[config.mk]
export PLATFORM = sky130hd
export DESIGN_NAME = stim_sequencer
export DESIGN_NICKNAME = d
export VERILOG_FILES = /design/src/rtl/stim_seq_pkg.sv /design/src/rtl/stim_seq_table.sv /design/src/rtl/stim_sequencer.sv
export SDC_FILE = /design/constraint.sdc
export NUM_CORES = 2
export LEC_CHECK = 0
export CAP_MARGIN = 30
export CORE_MARGIN = 10
export CORE_UTILIZATION = 35
export CTS_CLUSTER_SIZE = 20
export DETAILED_ROUTE_END_ITERATION = 16
export PLACE_DENSITY = 0.46
export SYNTH_ARGS = -nofsm -noshare
export SYNTH_HDL_FRONTEND = slang
export SYNTH_MEMORY_MAX_BITS = 65536
export SYNTH_SLANG_ARGS = --single-unit
[constraint.sdc]
create_clock -name clk -period 30.5 [get_ports clk]
set_input_delay 3.05 -clock clk [delete_from_list [all_inputs] [get_ports clk]]
set_output_delay 3.05 -clock clk [all_outputs]
set_load 0.05 [all_outputs]
[src/rtl/stim_seq_pkg.sv]
// Shared types and helpers for the stimulus sequencer: FSM state encoding,
// table-entry field offsets and the 32-bit XOR fold used by the optional
// response checksum (built when STIM_SEQ_CKSUM_EN is defined).
package stim_seq_pkg;

    typedef enum logic [2:0] {
        IDLE,
        FETCH,
        PRESENT,
        HOLD,
        DONE
    } state_t;

    // Entry layout is {hold, obs, payload}; payload sits at bit 0.
    localparam int PAYLOAD_LSB = 0;

    function automatic int obs_bit(input int data_w);
        return data_w;
    endfunction

    function automatic int hold_lsb(input int data_w);
        return data_w + 1;
    endfunction

    // Callers zero-extend their data to FOLD_MAX_W; zero slices leave the
    // XOR unchanged, so one function serves any payload width up to this.
    localparam int FOLD_MAX_W = 1024;

    function automatic logic [31:0] fold32(input logic [FOLD_MAX_W-1:0] d);
        logic [31:0] r;
        r = '0;
        for (int i = 0; i < FOLD_MAX_W / 32; i++) begin
            r = r ^ d[i*32 +: 32];
        end
        return r;
    endfunction

endpackage

[src/rtl/stim_seq_table.sv]
// Stimulus table: DEPTH x ENTRY_W storage, synchronous write, registered read.
// Latency: rd_data valid the cycle after rd_en; it holds while rd_en is low.
// Backpressure: none; out-of-range write addresses are dropped.
// Ports: clk; wr_en/wr_addr/wr_data write port; rd_en/rd_addr/rd_data read port.
module stim_seq_table #(
    parameter  int DEPTH   = 16,
    parameter  int ENTRY_W = 265,
    localparam int ADDR_W  = $clog2(DEPTH)
) (
    input  logic               clk,
    input  logic               wr_en,
    input  logic [ADDR_W-1:0]  wr_addr,
    input  logic [ENTRY_W-1:0] wr_data,
    input  logic               rd_en,
    input  logic [ADDR_W-1:0]  rd_addr,
    output logic [ENTRY_W-1:0] rd_data
);

    localparam logic [ADDR_W-1:0] MAX_ADDR = ADDR_W'(DEPTH - 1);

    logic [ENTRY_W-1:0] mem [DEPTH];
    logic [ENTRY_W-1:0] rd_data_q;

    // No reset on the array or its output register so the storage maps to RAM.
    always_ff @(posedge clk) begin
        if (wr_en && (wr_addr <= MAX_ADDR)) begin
            mem[wr_addr] <= wr_data;
        end
        if (rd_en) begin
            rd_data_q <= mem[rd_addr];
        end
    end

    assign rd_data = rd_data_q;

endmodule

[src/rtl/stim_sequencer.sv]
// Stimulus player: replays a programmable vector table to a DUT, one-shot or looping.
// Latency: start at edge N gives out_valid after edge N+2; >=2 idle cycles between vectors.
// Backpressure: out_data/out_obs/pc hold while out_ready=0, no timeout; stop aborts.
// Ports: clk/rst; wr_* table load (ignored while busy); start/stop/loop_en/last_addr
// control; out_valid/out_ready/out_data/out_obs stream; pc/busy/done/loops status.
// Macro STIM_SEQ_CKSUM_EN adds resp_data in and a rolling cksum out.
module stim_sequencer
    import stim_seq_pkg::*;
#(
    parameter  int DATA_W  = 256,
    parameter  int DEPTH   = 16,
    parameter  int HOLD_W  = 8,
    parameter  int LOOP_W  = 16,
    localparam int ADDR_W  = $clog2(DEPTH),
    localparam int ENTRY_W = HOLD_W + 1 + DATA_W
) (
    input  logic               clk,
    input  logic               rst,
    input  logic               wr_en,
    input  logic [ADDR_W-1:0]  wr_addr,
    input  logic [ENTRY_W-1:0] wr_data,
    input  logic               start,
    input  logic               stop,
    input  logic               loop_en,
    input  logic [ADDR_W-1:0]  last_addr,
    output logic               out_valid,
    input  logic               out_ready,
`ifdef STIM_SEQ_CKSUM_EN
    input  logic [DATA_W-1:0]  resp_data,
    output logic [31:0]        cksum,
`endif
    output logic [DATA_W-1:0]  out_data,
    output logic               out_obs,
    output logic [ADDR_W-1:0]  pc,
    output logic               busy,
    output logic               done,
    output logic [LOOP_W-1:0]  loops
);

    localparam int                OBS_BIT   = obs_bit(DATA_W);
    localparam int                HOLD_LSB  = hold_lsb(DATA_W);
    localparam logic [ADDR_W-1:0] MAX_ADDR  = ADDR_W'(DEPTH - 1);
    localparam logic [LOOP_W-1:0] LOOPS_MAX = '1;

    state_t             state_q, state_d;
    logic [ADDR_W-1:0]  pc_q, pc_d;
    logic [ADDR_W-1:0]  last_q, last_d;
    logic               loop_q, loop_d;
    logic [LOOP_W-1:0]  loops_q, loops_d;
    logic [HOLD_W-1:0]  hold_cnt_q, hold_cnt_d;
    logic               out_valid_q, out_valid_d;
    logic [DATA_W-1:0]  out_data_q, out_data_d;
    logic               out_obs_q, out_obs_d;
    logic               busy_q, busy_d;
    logic               done_q, done_d;

    logic               tbl_wr_en;
    logic               rd_en;
    logic [ENTRY_W-1:0] rd_data;
    logic [DATA_W-1:0]  rd_payload;
    logic               rd_obs;
    logic [HOLD_W-1:0]  rd_hold;
    logic               start_acc;
    logic               advance;

    // The table is frozen during playback so the entry being presented
    // cannot change under the DUT.
    assign tbl_wr_en  = wr_en && !busy_q;
    assign start_acc  = (state_q == IDLE) && start && !stop;
    assign rd_payload = rd_data[PAYLOAD_LSB +: DATA_W];
    assign rd_obs     = rd_data[OBS_BIT];
    assign rd_hold    = rd_data[HOLD_LSB +: HOLD_W];

    stim_seq_table #(
        .DEPTH   (DEPTH),
        .ENTRY_W (ENTRY_W)
    ) u_table (
        .clk     (clk),
        .wr_en   (tbl_wr_en),
        .wr_addr (wr_addr),
        .wr_data (wr_data),
        .rd_en   (rd_en),
        .rd_addr (pc_q),
        .rd_data (rd_data)
    );

    always_comb begin
        state_d     = state_q;
        pc_d        = pc_q;
        last_d      = last_q;
        loop_d      = loop_q;
        loops_d     = loops_q;
        hold_cnt_d  = hold_cnt_q;
        out_valid_d = out_valid_q;
        out_data_d  = out_data_q;
        out_obs_d   = out_obs_q;
        busy_d      = busy_q;
        done_d      = 1'b0;
        rd_en       = 1'b0;
        advance     = 1'b0;

        if (stop && (state_q != IDLE)) begin
            state_d     = IDLE;
            out_valid_d = 1'b0;
            busy_d      = 1'b0;
        end else begin
            case (state_q)
                IDLE: begin
                    if (start_acc) begin
                        loop_d  = loop_en;
                        last_d  = (last_addr > MAX_ADDR) ? MAX_ADDR : last_addr;
                        pc_d    = '0;
                        loops_d = '0;
                        busy_d  = 1'b1;
                        state_d = FETCH;
                    end
                end
                FETCH: begin
                    rd_en   = 1'b1;
                    state_d = PRESENT;
                end
                PRESENT: begin
                    // First PRESENT cycle captures the table output into the
                    // output registers; valid is only raised once they hold it.
                    if (!out_valid_q) begin
                        out_valid_d = 1'b1;
                        out_data_d  = rd_payload;
                        out_obs_d   = rd_obs;
                    end else if (out_ready) begin
                        out_valid_d = 1'b0;
                        if (rd_hold == '0) begin
                            advance = 1'b1;
                        end else begin
                            hold_cnt_d = rd_hold;
                            state_d    = HOLD;
                        end
                    end
                end
                HOLD: begin
                    if (hold_cnt_q == HOLD_W'(1)) begin
                        advance = 1'b1;
                    end else begin
                        hold_cnt_d = hold_cnt_q - HOLD_W'(1);
                    end
                end
                DONE: begin
                    state_d = IDLE;
                end
                default: begin
                    state_d = IDLE;
                end
            endcase

            if (advance) begin
                if (pc_q != last_q) begin
                    pc_d    = pc_q + ADDR_W'(1);
                    state_d = FETCH;
                end else if (loop_q) begin
                    pc_d    = '0;
                    loops_d = (loops_q == LOOPS_MAX) ? loops_q : loops_q + LOOP_W'(1);
                    state_d = FETCH;
                end else begin
                    done_d  = 1'b1;
                    busy_d  = 1'b0;
                    state_d = DONE;
                end
            end
        end
    end

    always_ff @(posedge clk) begin
        if (rst) begin
            state_q     <= IDLE;
            pc_q        <= '0;
            last_q      <= '0;
            loop_q      <= 1'b0;
            loops_q     <= '0;
            hold_cnt_q  <= '0;
            out_valid_q <= 1'b0;
            out_data_q  <= '0;
            out_obs_q   <= 1'b0;
            busy_q      <= 1'b0;
            done_q      <= 1'b0;
        end else begin
            state_q     <= state_d;
            pc_q        <= pc_d;
            last_q      <= last_d;
            loop_q      <= loop_d;
            loops_q     <= loops_d;
            hold_cnt_q  <= hold_cnt_d;
            out_valid_q <= out_valid_d;
            out_data_q  <= out_data_d;
            out_obs_q   <= out_obs_d;
            busy_q      <= busy_d;
            done_q      <= done_d;
        end
    end

    assign out_valid = out_valid_q;
    assign out_data  = out_data_q;
    assign out_obs   = out_obs_q;
    assign pc        = pc_q;
    assign busy      = busy_q;
    assign done      = done_q;
    assign loops     = loops_q;

`ifdef STIM_SEQ_CKSUM_EN
    logic [31:0]           cksum_q, cksum_d;
    logic [FOLD_MAX_W-1:0] resp_ext;

    always_comb begin
        resp_ext = FOLD_MAX_W'(resp_data);
        cksum_d  = cksum_q;
        if (start_acc) begin
            cksum_d = '0;
        end else if (out_valid_q && out_ready) begin
            cksum_d = {cksum_q[30:0], cksum_q[31]} ^ fold32(resp_ext);
        end
    end

    always_ff @(posedge clk) begin
        if (rst) begin
            cksum_q <= '0;
        end else begin
            cksum_q <= cksum_d;
        end
    end

    assign cksum = cksum_q;
`endif

endmodule

After elaboration in Yosys (flattened, before gate mapping)
Memory sizes are Yosys's and may differ from the RTL's. A register that Yosys moved wholly into a read port is not among the register bits.
Index checks and enable logic that the tools add are counted.

cells by class
  $add $sub $neg = 3
  magnitude comparators = 2
  equality and inequality tests = 16
  multiplexer cells = 43
  bitwise logic cells = 3
  reductions and logical operators = 18

operators by type and width
  cell                                               count
  2-to-1 mux 16 bit                                  6
  2-to-1 mux 8 bit                                   4
  2-to-1 mux 4 bit                                   6
  2-to-1 mux 3 bit                                   7
  2-to-1 mux 1 bit                                   17
  adder 16 x 1 -> 16 bit (second input constant)     1
  == test 16 bit (second input constant)             1
  case mux 8 bit (2 select lines)                    1
  case mux 3 bit (4 select lines)                    1
  inequality test 2 bit (second input constant)      5
  inequality test 3 bit (second input constant)      3
  == test 8 x 1 -> 1 bit (second input constant)     1
  logical NOT 8 bit                                  1
  subtractor 8 x 1 -> 8 bit (second input constant)  1
  == test 3 x 2 -> 1 bit (second input constant)     2
  AND reduction 3 bit                                2
  AND reduction 6 bit                                1
  logical AND 1 bit                                  5
  AND reduction 5 bit                                1
  adder 4 x 1 -> 4 bit (second input constant)       1
  > comparator 4 bit (second input constant)         1
  <= comparator 4 bit (second input constant)        1
  inequality test 4 bit                              1
  inequality test 4 bit (second input constant)      1
  other kinds (11)                                   14

storage, ports and cells
  register bits = 296
  bits in writable memories = 4240
  output and inout bits = 280
  logic and storage cells = 97
  memories = 1

memories
  memory       words  bits a word  rd ports  clocked after memory_dff  wr ports  RTL line              source
  u_table.mem  16     265          1         1                         1         stim_seq_table.sv:21  logic [ENTRY_W-1:0] mem [DEPTH];

Longest topological paths before layout
  depth in word-level cells = 8
  mapped depth = 9
  depth with buffers taken out = 7

Modules after synthesis
A second synthesis with hierarchy kept.

unflattened totals
  cell total of the unflattened synthesis = 8306
  area, all modules = 177381.4 µm²

modules (own cells, without submodules)
  module          instances  cells each  area an instance (µm²)  sequential area each (µm²)
  stim_seq_table  1          6905        166429.6                135279.7
  stim_sequencer  1          1401        10951.8                 5925.7

Worst setup path after synthesis
No wires, ideal clock.

  kind = input to register
  start = in wr_en
  end = mem u_table.mem[8][0] (enable)
  setup time = 1220 ps
  arrival time = 21453 ps
  required time = 29280 ps
  slack = 7828 ps
  stages = 3
  path buffers = 0
  cells stage by stage = nand2b_1 or3b_2 nor3_1

on the way
  word-level cells in the longest chain between the ends = 4

ends and longest elaborated chain
  what                                    RTL line              source
  start: declaration                      stim_sequencer.sv:19  input logic wr_en,
  logical AND 1 bit                       stim_sequencer.sv:68  assign tbl_wr_en = wr_en && !busy_q;
  logical AND 1 bit                       stim_seq_table.sv:26  if (wr_en && (wr_addr <= MAX_ADDR)) begin
  2-to-1 mux 1 bit                        stim_seq_table.sv:26
  2-to-1 mux 1 bit (implied by the code)  stim_seq_table.sv:27  mem[wr_addr] <= wr_data;
  end: declaration                        stim_seq_table.sv:21

No other way between the ends.

Worst setup path after layout
  start = in wr_en
  end = mem u_table.mem[8][94] (enable)

Same word-level chain as after synthesis.

==> impl_metrics.yaml <==
critical_path:
  critPathMaxFanout: 38
  rr_worst_depth: 7
  endpoint_kind: "flip-flop"
  critPathLaunchType: "primary input"
  arrival_ns: 7.35
  required_ns: 31.16
  critical_path_class: "primary input to flip-flop"
route:
  drt_wl_total_mm: 471.6
  drc: 0
  ant_nets: 0
  met1_length_mm: 205.9
  wl_per_cell_um: 29.99
  top_layer: "met5"
  dr.pass1.iters: 5
  drt_iter0_markers: 7024
  met2RoutedLength_mm: 231.7
  wl_met3_mm: 24.45
  via_per_inst: 5.201
  vias: 81770
clock_tree:
  root_buffer: "clkbuf_16"
  cts_hold_buf: 0
  clkSinkCount: 4801
  clkTransAtPathRegs_ns: 0.05
  tritoncts: "done"
  cts_made_buffers: 538
  cts_resized: 0
  cts_setup_buffers: 0
  clock_latency_ns: 1.07
  cts_buffer_depth: 4
  cts_max_level: 6
sta:
  final_max_slew_viol_count: 0
  rsz0062_at_grt: "false"
  timing.fmax_mhz: 149.5
  setup_violations: 0
  min_period_ns: 6.689
  hold_viol: 0
  fin_setup_tns_ns: 0
  slew_headroom: 0.1225
  fin_worst_skew_ns: 0.04337
  worst_pin_slew_ns: 1.316
  fin_crit_sh: 0.2193
global_route:
  grt_usage: 0.1712
  grt_pass1_vias: 86940
  gr-total-overflow: 0
  grt_pass1_wl_mm: 671.7
  grt_antenna_before_repair: 135
  grt_max_degree: 152
place:
  postPlaceCellArea_um2: 192200
  io_buffer_count: 559
  dp_hpwl_mm: 263.7
  gp_congestion: 0.7168
run:
  maxCapViolations: 0
cells_and_area:
  areaGrowthSynthToFinish_pct: 17.72
  stdcell_area_um2: 209600
  fin_nets: 8847
  drive_above_1_share: 0.2539
logic_synthesis:
  yosysMostFrequentCell: "edfxtp_1"
  synth_ff_type: "edfxtp_1"
  ys.warnings.count: 0
  synth_seq_area_share: 0.7930
  syn-cell-area_um2: 178100
  syn_nets: 7956
  synth_commonest_cells: "edfxtp_1 (4505), mux4_2 (1291), nand2_1 (543)"
  synth_edf_count: 4505
  synth-async-reset-ratio: 0
  synth_top_area_cell: "edfxtp_1"
  synth-seq-cells: 4801
  synth_cell_types: 71
  synth_top_area_share: 0.7597
  avgSynthCellArea_um2: 23.21
  yosys-top-cells-area: "edfxtp_1 (76%), mux4_2 (16%), dfxtp_1 (3.3%), nand2_1 (1.1%), a21oi_1 (0.88%)"
  synthCells: 7672
floorplanning:
  initial_core_util: 0.3518
  die_width_um: 733.3
  die_h_um: 733.3
  core_area_um2: 506200
  die-area_um2: 537700
  pin_count: 560
  row_count: 261
hold_path:
  hp-class: "flip-flop to flip-flop"
  hold_depth: 2
outcome:
  status: "completed"
power_and_ir_drop:
  p_per_area_nw_per_um2: 67.38
  leakagePower_nw: 62.37
  ir_drop_v: 0.00004636
cell families after synthesis:
group,after synthesis,synth area share
multiplexers,1327,0.1653
AO/OA/AOI/OAI,404,0.01288
flip-flops,4801,0.7930
adder cells (fa/ha/maj),4,0.0002811
buffers and inverters,430,0.01123
XOR/XNOR,8,0.0004357
AND/OR/NAND/NOR,698,0.01688
critical path: stages:
cell and delay [ns]:
clkdlybuf4s50_1 0.54, nand2b_1 0.12, or3b_2 0.61, nor3_2 0.20, buf_4 0.64, buf_4 0.74
buf_4 0.63, buf_4 0.71
final cells by class:
type,count,area (um^2)
clock buffer,676,14220
inverter,21,78.83
timing repair buffer,760,7585
clock inverter,297,3088
fill,44060,296600
sequential,4801,141200
tap,6706,8391
multi-input combinational,2441,34990
antenna,22,55.05
state kept, by name, summed over array words and instances, names as in the netlist:
register / flops
state_q: 3
done: 1
u_table.rd_data: 265
out_data: 256
last_q: 4
pc: 4
u_table.mem: 4240
busy: 1
loops: 16
out_obs: 1
hold_cnt_q: 8
out_valid: 1
loop_q: 1
placed cells by master, fill, tap and decap left out, drive strengths merged, types with 6 or more instances in the layout:
cell type,netlist,layout
a211oi,36,36
a21o,6,6
a21oi,313,313
buf,205,202
bufinv,0,29
clkbuf,204,676
clkdlybuf4s50,0,558
clkinv,0,232
clkinvlp,0,15
dfxtp,296,296
diode,0,22
edfxtp,4505,4505
inv,21,42
mux2i,36,36
mux4,1291,1291
nand2,543,543
nand2b,10,10
nand3,17,17
nand4,7,7
nor2,37,37
nor2b,34,34
nor3,14,14
nor4,9,9
o21ai,13,13
xnor2,8,8
metrics by stage:
stage	total power (W)	setup slack (ns)	std cells	utilization	hold WS [ns]
2_1_floorplan	0.007723	7.828	7672	-	0.4488
3_3_place_gp	0.007947	22.16	14720	0.3792	0.4430
3_5_place_dp	0.007959	22.61	14730	0.3797	0.4486
4_1_cts	0.01431	23.75	15700	0.4139	0.4564
5_1_grt	0.01460	23.62	15710	0.4140	0.4702
6_report	0.01412	23.81	15720	0.4141	0.4536
power by group:
group	internal, W	leakage [nW]	switching, W
combinational	0.000111	10.9	0.000316
clock	0.00360	8.38	0.00271
sequential	0.00733	43.1	0.0000516
total	0.0110	62.4	0.00308
worst paths after layout:
kind,from,to,slack [ns]
max reg2reg,pc[1]$_SDFFE_PP0N_,u_table.rd_data[30]$_DFFE_PP_,24.66
min,out_data[201]$_SDFFE_PP0P_,out_data[201]$_SDFFE_PP0P_,0.45
min reg2reg,out_data[201]$_SDFFE_PP0P_,out_data[201]$_SDFFE_PP0P_,0.45
max,wr_en,u_table.mem[8][94]$_DFFE_PP_,23.81
routing by layer:
layer | track usage | up-vias
li1 | - | 34130
met1 | 0.2371 | 44790
met2 | 0.2859 | 2052
met4 | 0.03160 | 60
met3 | 0.03115 | 745
met5 | 0 | -
Note: power is estimated with default switching activity, not from simulation.
